==> src/rtl/tm_pkg.sv <==
// Shared types and default timing for the Turing machine front end and its program driver.
package tm_pkg;

  localparam int TM_DISP_W     = 11;
  localparam int TM_SETUP_CYC  = 3;
  localparam int TM_PULSE_CYC  = 2;
  localparam int TM_GAP_CYC    = 2;
  localparam int TM_SETTLE_CYC = 5;

  typedef logic [3:0] nibble_t;

  typedef enum logic [3:0] {
    S_IDLE,
    S_SETUP,
    S_PULSE,
    S_GAP,
    S_DONE_HI,
    S_DONE_LO,
    S_STEP,
    S_SETTLE,
    S_FINISH
  } drv_state_e;

  function automatic int max4(input int a, input int b, input int c, input int d);
    int m;
    m = a;
    if (b > m) m = b;
    if (c > m) m = c;
    if (d > m) m = d;
    return m;
  endfunction

endpackage

==> src/rtl/tm_prog_mem.sv <==
// Program nibble store: synchronous write, combinational read, no reset.
module tm_prog_mem
  import tm_pkg::*;
#(
  parameter int DEPTH = 64
) (
  input  logic                     clock,
  input  logic                     wr_en,
  input  logic [$clog2(DEPTH)-1:0] wr_addr,
  input  nibble_t                  wr_data,
  input  logic [$clog2(DEPTH)-1:0] rd_addr,
  output nibble_t                  rd_data
);

  nibble_t mem [DEPTH];

  always_ff @(posedge clock) begin
    if (wr_en) mem[wr_addr] <= wr_data;
  end

  assign rd_data = mem[rd_addr];

endmodule

==> src/rtl/tm_program_driver.sv <==
// Plays a stored program into the Turing machine as input_data/Next/Done strobes, then
// steps the machine with Next pulses and snapshots its display until done or a step limit.
module tm_program_driver
  import tm_pkg::*;
#(
  parameter int DEPTH      = 64,
  parameter int DISP_W     = TM_DISP_W,
  parameter int SETUP_CYC  = TM_SETUP_CYC,
  parameter int PULSE_CYC  = TM_PULSE_CYC,
  parameter int GAP_CYC    = TM_GAP_CYC,
  parameter int SETTLE_CYC = TM_SETTLE_CYC,
  parameter int MAX_STEPS  = 255
) (
  input  logic                     clock,
  input  logic                     reset,
  input  logic                     wr_en,
  input  logic [$clog2(DEPTH)-1:0] wr_addr,
  input  nibble_t                  wr_data,
  input  logic [$clog2(DEPTH):0]   prog_len,
  input  logic                     start,
  input  logic [DISP_W-1:0]        display_in,
  input  logic                     compute_done_in,
  output nibble_t                  input_data,
  output logic                     Next,
  output logic                     Done,
  output logic                     busy,
  output logic                     load_done,
  output logic [DISP_W-1:0]        display_snap,
  output logic [7:0]               step_count,
  output logic                     halted,
  output logic                     halt_by_limit,
  output drv_state_e               state_dbg
);

  localparam int AW     = $clog2(DEPTH);
  localparam int LW     = AW + 1;
  localparam int PH_MAX = max4(max4(SETUP_CYC, PULSE_CYC, GAP_CYC, SETTLE_CYC), 1, 1, 1);
  localparam int PW     = $clog2(PH_MAX + 1);

  drv_state_e        state_q, state_d;
  logic [PW-1:0]     phase_q, phase_d;
  logic [LW-1:0]     idx_q, idx_d, len_q, len_d;
  logic [7:0]        cnt_q, cnt_d;
  logic [DISP_W-1:0] snap_q, snap_d;
  logic              lim_q, lim_d;
  nibble_t           rd_data;

  function automatic logic at_last(input logic [PW-1:0] ph, input int n);
    return ph == PW'(n - 1);
  endfunction

  tm_prog_mem #(.DEPTH(DEPTH)) u_mem (
    .clock   (clock),
    .wr_en   (wr_en && (state_q == S_IDLE)),
    .wr_addr (wr_addr),
    .wr_data (wr_data),
    .rd_addr (idx_q[AW-1:0]),
    .rd_data (rd_data)
  );

  always_ff @(posedge clock) begin
    if (reset) begin
      state_q <= S_IDLE;
      phase_q <= '0;
      idx_q   <= '0;
      len_q   <= '0;
      cnt_q   <= '0;
      snap_q  <= '0;
      lim_q   <= 1'b0;
    end else begin
      state_q <= state_d;
      phase_q <= phase_d;
      idx_q   <= idx_d;
      len_q   <= len_d;
      cnt_q   <= cnt_d;
      snap_q  <= snap_d;
      lim_q   <= lim_d;
    end
  end

  always_comb begin
    state_d = state_q;
    phase_d = phase_q + 1'b1;
    idx_d   = idx_q;
    len_d   = len_q;
    cnt_d   = cnt_q;
    snap_d  = snap_q;
    lim_d   = lim_q;
    case (state_q)
      S_IDLE: begin
        phase_d = '0;
        if (start) begin
          len_d   = (prog_len > LW'(DEPTH)) ? LW'(DEPTH) : prog_len;
          idx_d   = '0;
          cnt_d   = '0;
          snap_d  = '0;
          lim_d   = 1'b0;
          state_d = (len_d == '0) ? S_DONE_HI : S_SETUP;
        end
      end
      S_SETUP: if (at_last(phase_q, SETUP_CYC)) begin phase_d = '0; state_d = S_PULSE; end
      S_PULSE: if (at_last(phase_q, PULSE_CYC)) begin phase_d = '0; state_d = S_GAP; end
      S_GAP: begin
        if (at_last(phase_q, GAP_CYC)) begin
          phase_d = '0;
          idx_d   = idx_q + 1'b1;
          state_d = (idx_d == len_q) ? S_DONE_HI : S_SETUP;
        end
      end
      S_DONE_HI: if (at_last(phase_q, PULSE_CYC)) begin phase_d = '0; state_d = S_DONE_LO; end
      S_DONE_LO: if (at_last(phase_q, GAP_CYC)) begin phase_d = '0; state_d = S_STEP; end
      S_STEP:    if (at_last(phase_q, PULSE_CYC)) begin phase_d = '0; state_d = S_SETTLE; end
      S_SETTLE: begin
        if (at_last(phase_q, SETTLE_CYC)) begin
          phase_d = '0;
          snap_d  = display_in;
          // Saturating count; the limit test below keeps it from ever exceeding MAX_STEPS.
          if (cnt_q != 8'(MAX_STEPS)) cnt_d = cnt_q + 8'd1;
          if (compute_done_in) begin
            lim_d   = 1'b0;
            state_d = S_FINISH;
          end else if (({1'b0, cnt_q} + 9'd1) == 9'(MAX_STEPS)) begin
            lim_d   = 1'b1;
            state_d = S_FINISH;
          end else begin
            state_d = S_STEP;
          end
        end
      end
      S_FINISH: begin
        phase_d = '0;
        state_d = S_IDLE;
      end
      default: begin
        phase_d = '0;
        state_d = S_IDLE;
      end
    endcase
  end

  // Every output is a registered image of the state above, one cycle behind it.
  always_ff @(posedge clock) begin
    if (reset) begin
      input_data    <= '0;
      Next          <= 1'b0;
      Done          <= 1'b0;
      busy          <= 1'b0;
      load_done     <= 1'b0;
      display_snap  <= '0;
      step_count    <= '0;
      halted        <= 1'b0;
      halt_by_limit <= 1'b0;
    end else begin
      if (state_q == S_SETUP || state_q == S_PULSE || state_q == S_GAP) input_data <= rd_data;
      Next          <= (state_q == S_PULSE) || (state_q == S_STEP);
      Done          <= (state_q == S_DONE_HI);
      busy          <= (state_q != S_IDLE);
      load_done     <= (state_q == S_STEP) || (state_q == S_SETTLE) || (state_q == S_FINISH);
      display_snap  <= snap_q;
      step_count    <= cnt_q;
      halted        <= (state_q == S_FINISH);
      halt_by_limit <= lim_q;
    end
  end

  assign state_dbg = state_q;

endmodule

==> config.mk <==
export PLATFORM = sky130hd
export DESIGN_NAME = tm_program_driver
export DESIGN_NICKNAME = d
export VERILOG_FILES = /design/src/rtl/tm_pkg.sv /design/src/rtl/tm_prog_mem.sv /design/src/rtl/tm_program_driver.sv
export SDC_FILE = /design/constraint.sdc
export NUM_CORES = 1
export LEC_CHECK = 0
export BUFFER_PORTS_ARGS = -buffer_cell sky130_fd_sc_hd__buf_2
export CAP_MARGIN = 40
export CORE_MARGIN = 2
export CORE_UTILIZATION = 40
export DETAILED_ROUTE_END_ITERATION = 10
export HOLD_SLACK_MARGIN = 0.12
export PLACE_DENSITY = 0.63
export SLEW_MARGIN = 10
export SYNTH_ARGS = -nofsm -noshare
export SYNTH_HDL_FRONTEND = slang
export SYNTH_SLANG_ARGS = --single-unit
==> constraint.sdc <==
create_clock -name clock -period 2.1 [get_ports clock]
set_input_delay 0 -clock clock [delete_from_list [all_inputs] [get_ports clock]]
set_output_delay 0 -clock clock [all_outputs]
set_load 0.03 [all_outputs]
**Word-level counts from Yosys, hierarchy flattened**

Memory sizes are Yosys's and may differ from the RTL's. A register that Yosys moved wholly into a read port is not among the register bits.
Cells that the tools add are included.

- Register bits: 66
- Bits in latches: 0
- Memory bits (writable): 256
- ROM bits: 0
- Logic and storage cells: 98
- Memories kept: 1

Memories:

| memory | words | width | read ports | clocked after memory_dff | wr ports | line | RTL |
|---|---|---|---|---|---|---|---|
| u_mem.mem | 64 | 4 | 1 | 1 | 1 | tm_prog_mem.sv:15 | `nibble_t mem [DEPTH];` |

- $add $sub $neg: 4
- Multipliers: 0
- Divide/modulo/power cells: 0
- $lt $le $gt $ge: 1
- Equal/unequal tests: 24
- Shift operators: 0
- Multiplexer cells: 35
- Bitwise operators: 0
- Reduce and logical (&&, ||, !) cells: 18

Operators by type and width:

| cell | count |
|---|---|
| $mux W4 | 10 |
| $pmux W4 S8 | 1 |
| $mux W8 | 3 |
| $mux W11 | 2 |
| $pmux W11 S2 | 1 |
| $mux W7 | 3 |
| $ne A2 B2 Y1 const B | 9 |
| $eq A4 B3 Y1 const B | 4 |
| $pmux W8 S2 | 1 |
| $mux W3 | 5 |
| $pmux W7 S2 | 1 |
| $add A8 B1 Y9 const B | 1 |
| $eq A9 B8 Y1 const B | 1 |
| $pmux W3 S3 | 1 |
| $add A8 B1 Y8 const B | 1 |
| $eq A4 B2 Y1 const B | 2 |
| $ne A8 B8 Y1 const B | 1 |
| $reduce_and A4 Y1 | 2 |
| $reduce_and A8 Y1 | 1 |
| $add A7 B1 Y7 const B | 1 |
| $eq A7 B7 Y1 | 1 |
| $gt A7 B7 Y1 const B | 1 |
| $logic_not A7 Y1 | 1 |
| $mux W1 | 6 |
| other kinds (16) | 22 |

**Logic depth before layout (Yosys ltp)**

- Depth in word-level cells: 6
- Mapped depth: 8
- Depth with buffers taken out: 7

**By module**

From an unflattened synthesis, not the netlist that was laid out.

- Cells, all modules: 860
- Area total of the unflattened synthesis: 13,321.5 um^2

Modules (own cells, without submodules):

| module | instances | cells an instance | area each (um^2) | seq. area each (um^2) |
|---|---|---|---|---|
| tm_prog_mem | 1 | 517 | 10,327.4 | 7,687.4 |
| tm_program_driver | 1 | 343 | 2,994.1 | 1,401.3 |

**Least setup slack after synthesis**

OpenSTA, ideal clock, no wires.

- Path type: register to register
- Start point: register state_q[1], in the netlist state_dbg[1]
- End point: memory u_mem.mem[55][0] in the netlist's numbering, enable pin
- Library setup time: 0.330 ns
- Data arrival time: 1.781 ns
- Required time: 1.770 ns
- Setup slack: -0.011 ns
- Cell stages (with the launch flop): 7
- Path buffers: 2
- Path through: dfxtp_1 buf_6 nor4_2 and3_1 clkbuf_1 nand3_1 nor2_1

- Longest elaborated chain between the ends: 4

RTL lines:

| element | line | RTL |
|---|---|---|
| from (decl) | tm_program_driver.sv:40 | `drv_state_e state_q, state_d;` |
| from (signal assigned) | tm_program_driver.sv:71 | `state_q <= state_d;` |
| $logic_not A4 Y1 | tm_program_driver.sv:54 | `.wr_en (wr_en && (state_q == S_IDLE)),` |
| $logic_and A1 B1 Y1 | tm_program_driver.sv:54 |  |
| $mux W1 | tm_prog_mem.sv:18 | `if (wr_en) mem[wr_addr] <= wr_data;` |
| $mux W1 (implied by the code) | tm_prog_mem.sv:18 |  |
| to (decl) | tm_prog_mem.sv:15 |  |

Every way passes these cells.

==> impl_metrics.env <==
export IMPL_seqPwrFrac=0.470
export IMPL_synthArstFlopShare=0
export IMPL_worstRegToRegCells=6
export IMPL_routed_wirelength_um=29700
export IMPL_synth_area_mm2=0.0132
export IMPL_first_iter_violations=581
export IMPL_fin_crit_sh=0.965
export IMPL_p_int_mw=11.6
export IMPL_synth_adder_area_share=0.00664
export IMPL_synth_seq_area_share=0.689
export IMPL_rsz0062_at_grt="true"
export IMPL_pre_cts_ws_ns=-0.0331
export IMPL_arrival_ns=2.41
export IMPL_start_util=0.406
export IMPL_synth_cells=888
export IMPL_fmax_mhz=494
export IMPL_cellLeakagePower_nw=5.29
export IMPL_routedWlPerCell_um=19.9
export IMPL_vias=7927
export IMPL_r2r_end="input_data[1]$_SDFFE_PP0P_"
export IMPL_die_w_um=186
export IMPL_worst_path_buf_inv=1
export IMPL_min_path_type="in -> reg"
export IMPL_tightest_slew_ns=0.674
export IMPL_r2r_slack_ns=0.07
export IMPL_synth_mux_area_frac=0.106
export IMPL_num_antenna_cells=0
export IMPL_dr_pass1_iters=5
export IMPL_setup_viol=0
export IMPL_syn_avg_cell_area_um2=14.9
export IMPL_final_cells=1493
export IMPL_grtUsageTotal=0.173
export IMPL_drc=0
export IMPL_clockBufferDepth=3
export IMPL_yosys_area_share_simple=0.102
export IMPL_status="finished clean"
export IMPL_path_cells="buf_16, mux4_2, a22oi_1, nand2_1, a21oi_2, a311oi_1"
export IMPL_cp_slowest_cell="mux4_2"
export IMPL_gp_congestion=0.816
export IMPL_root_buffer="clkbuf_16"
export IMPL_yosys_area_top_type="edfxtp_1"
export IMPL_yosys_warnings=0
export IMPL_synth_cells_most_frequent="edfxtp_1 (256), nor2_1 (104), dfxtp_1 (70)"
export IMPL_fp_coreArea_mm2=0.0325
export IMPL_drtAntennaViolNets=0
export IMPL_grt_max_degree=65
export IMPL_synth_area_leaders="edfxtp_1 (58%), dfxtp_1 (11%), mux4_2 (8.2%), nor2_1 (3.0%), mux2i_1 (2.4%)"
export IMPL_dp_cells=1396
export IMPL_setup_worst_path_class="reg -> reg"
export IMPL_syn_num_nets=928
export IMPL_overflow=0
export IMPL_final_layout_size_suffix_gt1_frac=0.277
export IMPL_ys_types=59
export IMPL_grt_pass1_vias=7890
export IMPL_switchingPower_mw=3.60
export IMPL_htreeDepth=2
export IMPL_drv_slew=0
export IMPL_crit_family="compound AO/OA/AOI/OAI gates"
export IMPL_max_cap_violations=0
export IMPL_endpoint_kind="register"
export IMPL_p_sw_frac=0.237
export IMPL_r2r_start="idx_q[0]$_SDFFE_PP0P_"
export IMPL_hpwl_um=19100
export IMPL_antenna_found_initial=0
export IMPL_worstHoldStart="wr_addr[2]"
export IMPL_die_area_mm2=0.0345
export IMPL_required_ns=2.49
export IMPL_synth_edff_count=256
export IMPL_yosys_most_used_dff="edfxtp_1"
export IMPL_numCtsBuffers=35
export IMPL_cpPeakStageDelay_ns=0.51
export IMPL_setup_slack_ns=0.0740
export IMPL_worstSetupStartpointType="register"
export IMPL_fin_crit_ns=2.03
export IMPL_ys_seq_elements=326
export IMPL_nNetsFinal=1064
export IMPL_finalClockSkew_ns=0.00944
export IMPL_cts_tree="done"
export IMPL_grt_pass1_wl_um=45300
export IMPL_synth_top_family_by_area="multiplexers"
export IMPL_synth_most_common_cell="edfxtp_1"
export IMPL_synth_top_cell_area_share=0.582
export IMPL_clkSinkCount=326
export IMPL_fp_row_count=66
export IMPL_vdd_ir_drop_max_mv=0.720
export IMPL_io_buffer_count=65
export IMPL_combPwrFrac=0.109
export IMPL_min_to="u_mem.mem[23][0]$_DFFE_PP_"
export IMPL_finalHoldViolCount=0
export IMPL_whs_path_depth=4
export IMPL_die_h_um=186
export IMPL_synthXorXnorAreaFrac=0.00863
export IMPL_insertion_delay_ns=0.51
export IMPL_synth_compound_area_frac=0.0667
export IMPL_relSlewSlack=0.551
export IMPL_area_growth_pct=21.5
export IMPL_power_density_mw_per_mm2=948
export IMPL_ios=66
export IMPL_critPathMaxFanout=20
export IMPL_avgViaCountPerCell=5.31
export IMPL_clock_power_share=0.421
export IMPL_clk_pin_slew_worst_paths_ns=0.06
-- placed cells by master, fill, tap and decap left out, types with 6 or more instances in the layout --
| master | Yosys | routed |
|---|---|---|
| edfxtp_1 | 256 | 256 |
| buf_4 | 3 | 48 |
| or3_1 | 7 | 7 |
| mux4_2 | 48 | 48 |
| nand2_1 | 45 | 45 |
| bufinv_16 | 0 | 6 |
| a22oi_1 | 25 | 25 |
| clkinv_1 | 0 | 6 |
| a31o_2 | 11 | 11 |
| mux2i_1 | 32 | 32 |
| nor2_2 | 0 | 41 |
| dlygate4sd3_1 | 0 | 31 |
| nand3b_1 | 16 | 16 |
| xor2_1 | 6 | 6 |
| nor2_1 | 104 | 63 |
| and3_1 | 19 | 19 |
| ha_1 | 7 | 6 |
| clkbuf_1 | 27 | 8 |
| buf_2 | 17 | 65 |
| nor3_1 | 6 | 6 |
| a21oi_1 | 42 | 40 |
| clkbuf_16 | 0 | 36 |
| dfxtp_1 | 70 | 67 |
| nand3_1 | 16 | 16 |
| nand2b_1 | 6 | 6 |
| buf_12 | 0 | 7 |
| xnor2_1 | 7 | 7 |
| o21ai_0 | 18 | 18 |
| nor2b_1 | 24 | 24 |
| inv_1 | 7 | 7 |
-- per-stage QoR --
step / hold slack (ns) / cell area, um^2 / setup TNS [ns] / power [mW] / util
4_1_cts: 0.124 / 15900 / 0 / 15.2 / 0.489
5_1_grt: 0.160 / 16000 / -0.0850 / 15.7 / 0.493
2_1_floorplan: 0.0989 / 13200 / -0.591 / 8.21 / -
3_5_place_dp: 0.289 / 14300 / -0.0558 / 8.79 / 0.441
6_report: 0.131 / 16000 / 0 / 15.2 / 0.493
3_3_place_gp: 0.291 / 14300 / -0.0700 / 8.77 / 0.440
-- state kept, by name (all words and copies together) (netlist names) --
name and count:
Next 1, len_q 7, phase_q 3, u_mem.mem 256
load_done 1, state_dbg 4, busy 1, input_data 4
idx_q 7, halt_by_limit 1, lim_q 1, display_snap 11
Done 1, halted 1, snap_q 11, cnt_q 8
step_count 8
-- routing by layer --
metal	vias up	part of all wire	global-route usage
li1	3680	-	-
met1	3928	0.44	0.237
met2	262	0.47	0.282
met3	57	0.059	0.0307
met4	0	0.023	0.0498
met5	-	0	0
-- logic make-up after synthesis --
logic type | Yosys count
AOI/OAI and AO/OA | 131
xor gates and xnor gates | 13
and+or+nand+nor | 270
muxes | 80
adders and majority gates | 7
buffers and inverters | 61
DFF | 326
-- worst max path at each step --
stage | startpoint | cells past startpoint | slack (ns) | to
floorplan | state_dbg[1]$_SDFFE_PP0P_ | 6 | -0.01 | u_mem.mem[55][0]$_DFFE_PP_
global route | idx_q[0]$_SDFFE_PP0P_ | 6 | -0.09 | state_dbg[2]$_SDFFE_PP0P_
detailed placement | idx_q[0]$_SDFFE_PP0P_ | 6 | -0.03 | input_data[1]$_SDFFE_PP0P_
global placement | idx_q[0]$_SDFFE_PP0P_ | 6 | -0.04 | input_data[2]$_SDFFE_PP0P_
CTS | phase_q[1]$_SDFF_PP0_ | 7 | 0.03 | state_dbg[1]$_SDFFE_PP0P_
finish | idx_q[0]$_SDFFE_PP0P_ | 6 | 0.07 | input_data[1]$_SDFFE_PP0P_
-- final cells by class --
cell class              instances  area, um^2
flip-flops and latches        326        9100
well taps                     442         553
inverters                       7        26.3
repair buffers                153        1200
clock buffers                  44         931
fillers                      2775       16500
multi-input cells             501        3960
clock inverters                20         269
-- worst min-delay path: stages --
cell,delay (ns)
buf_2,0.14
nand3_1,0.10
buf_4,0.15
nor2_2,0.07
-- power by group through the flow --
stage | Sequential, mW | Combinational, mW | Clock [mW]
after global routing | 7.16 | 1.77 | 6.74
after global placement | 7.29 | 1.49 | 0
after floorplan | 7.40 | 0.808 | 0
after CTS | 7.15 | 1.57 | 6.52
after detailed placement | 7.29 | 1.50 | 0
final | 7.15 | 1.65 | 6.40
-- timing repair --
action | in CTS | in global routing
endpoints found under the setup margin | 2 | 162
hold endpoints to repair | 107 | 0
hold buffers | 31 | 0
gates cloned | 1 | 0
gates resized for setup | 2 | 47
setup buffers | 0 | 1
pin swaps | 0 | 1
(Power assumes the default switching activity.)
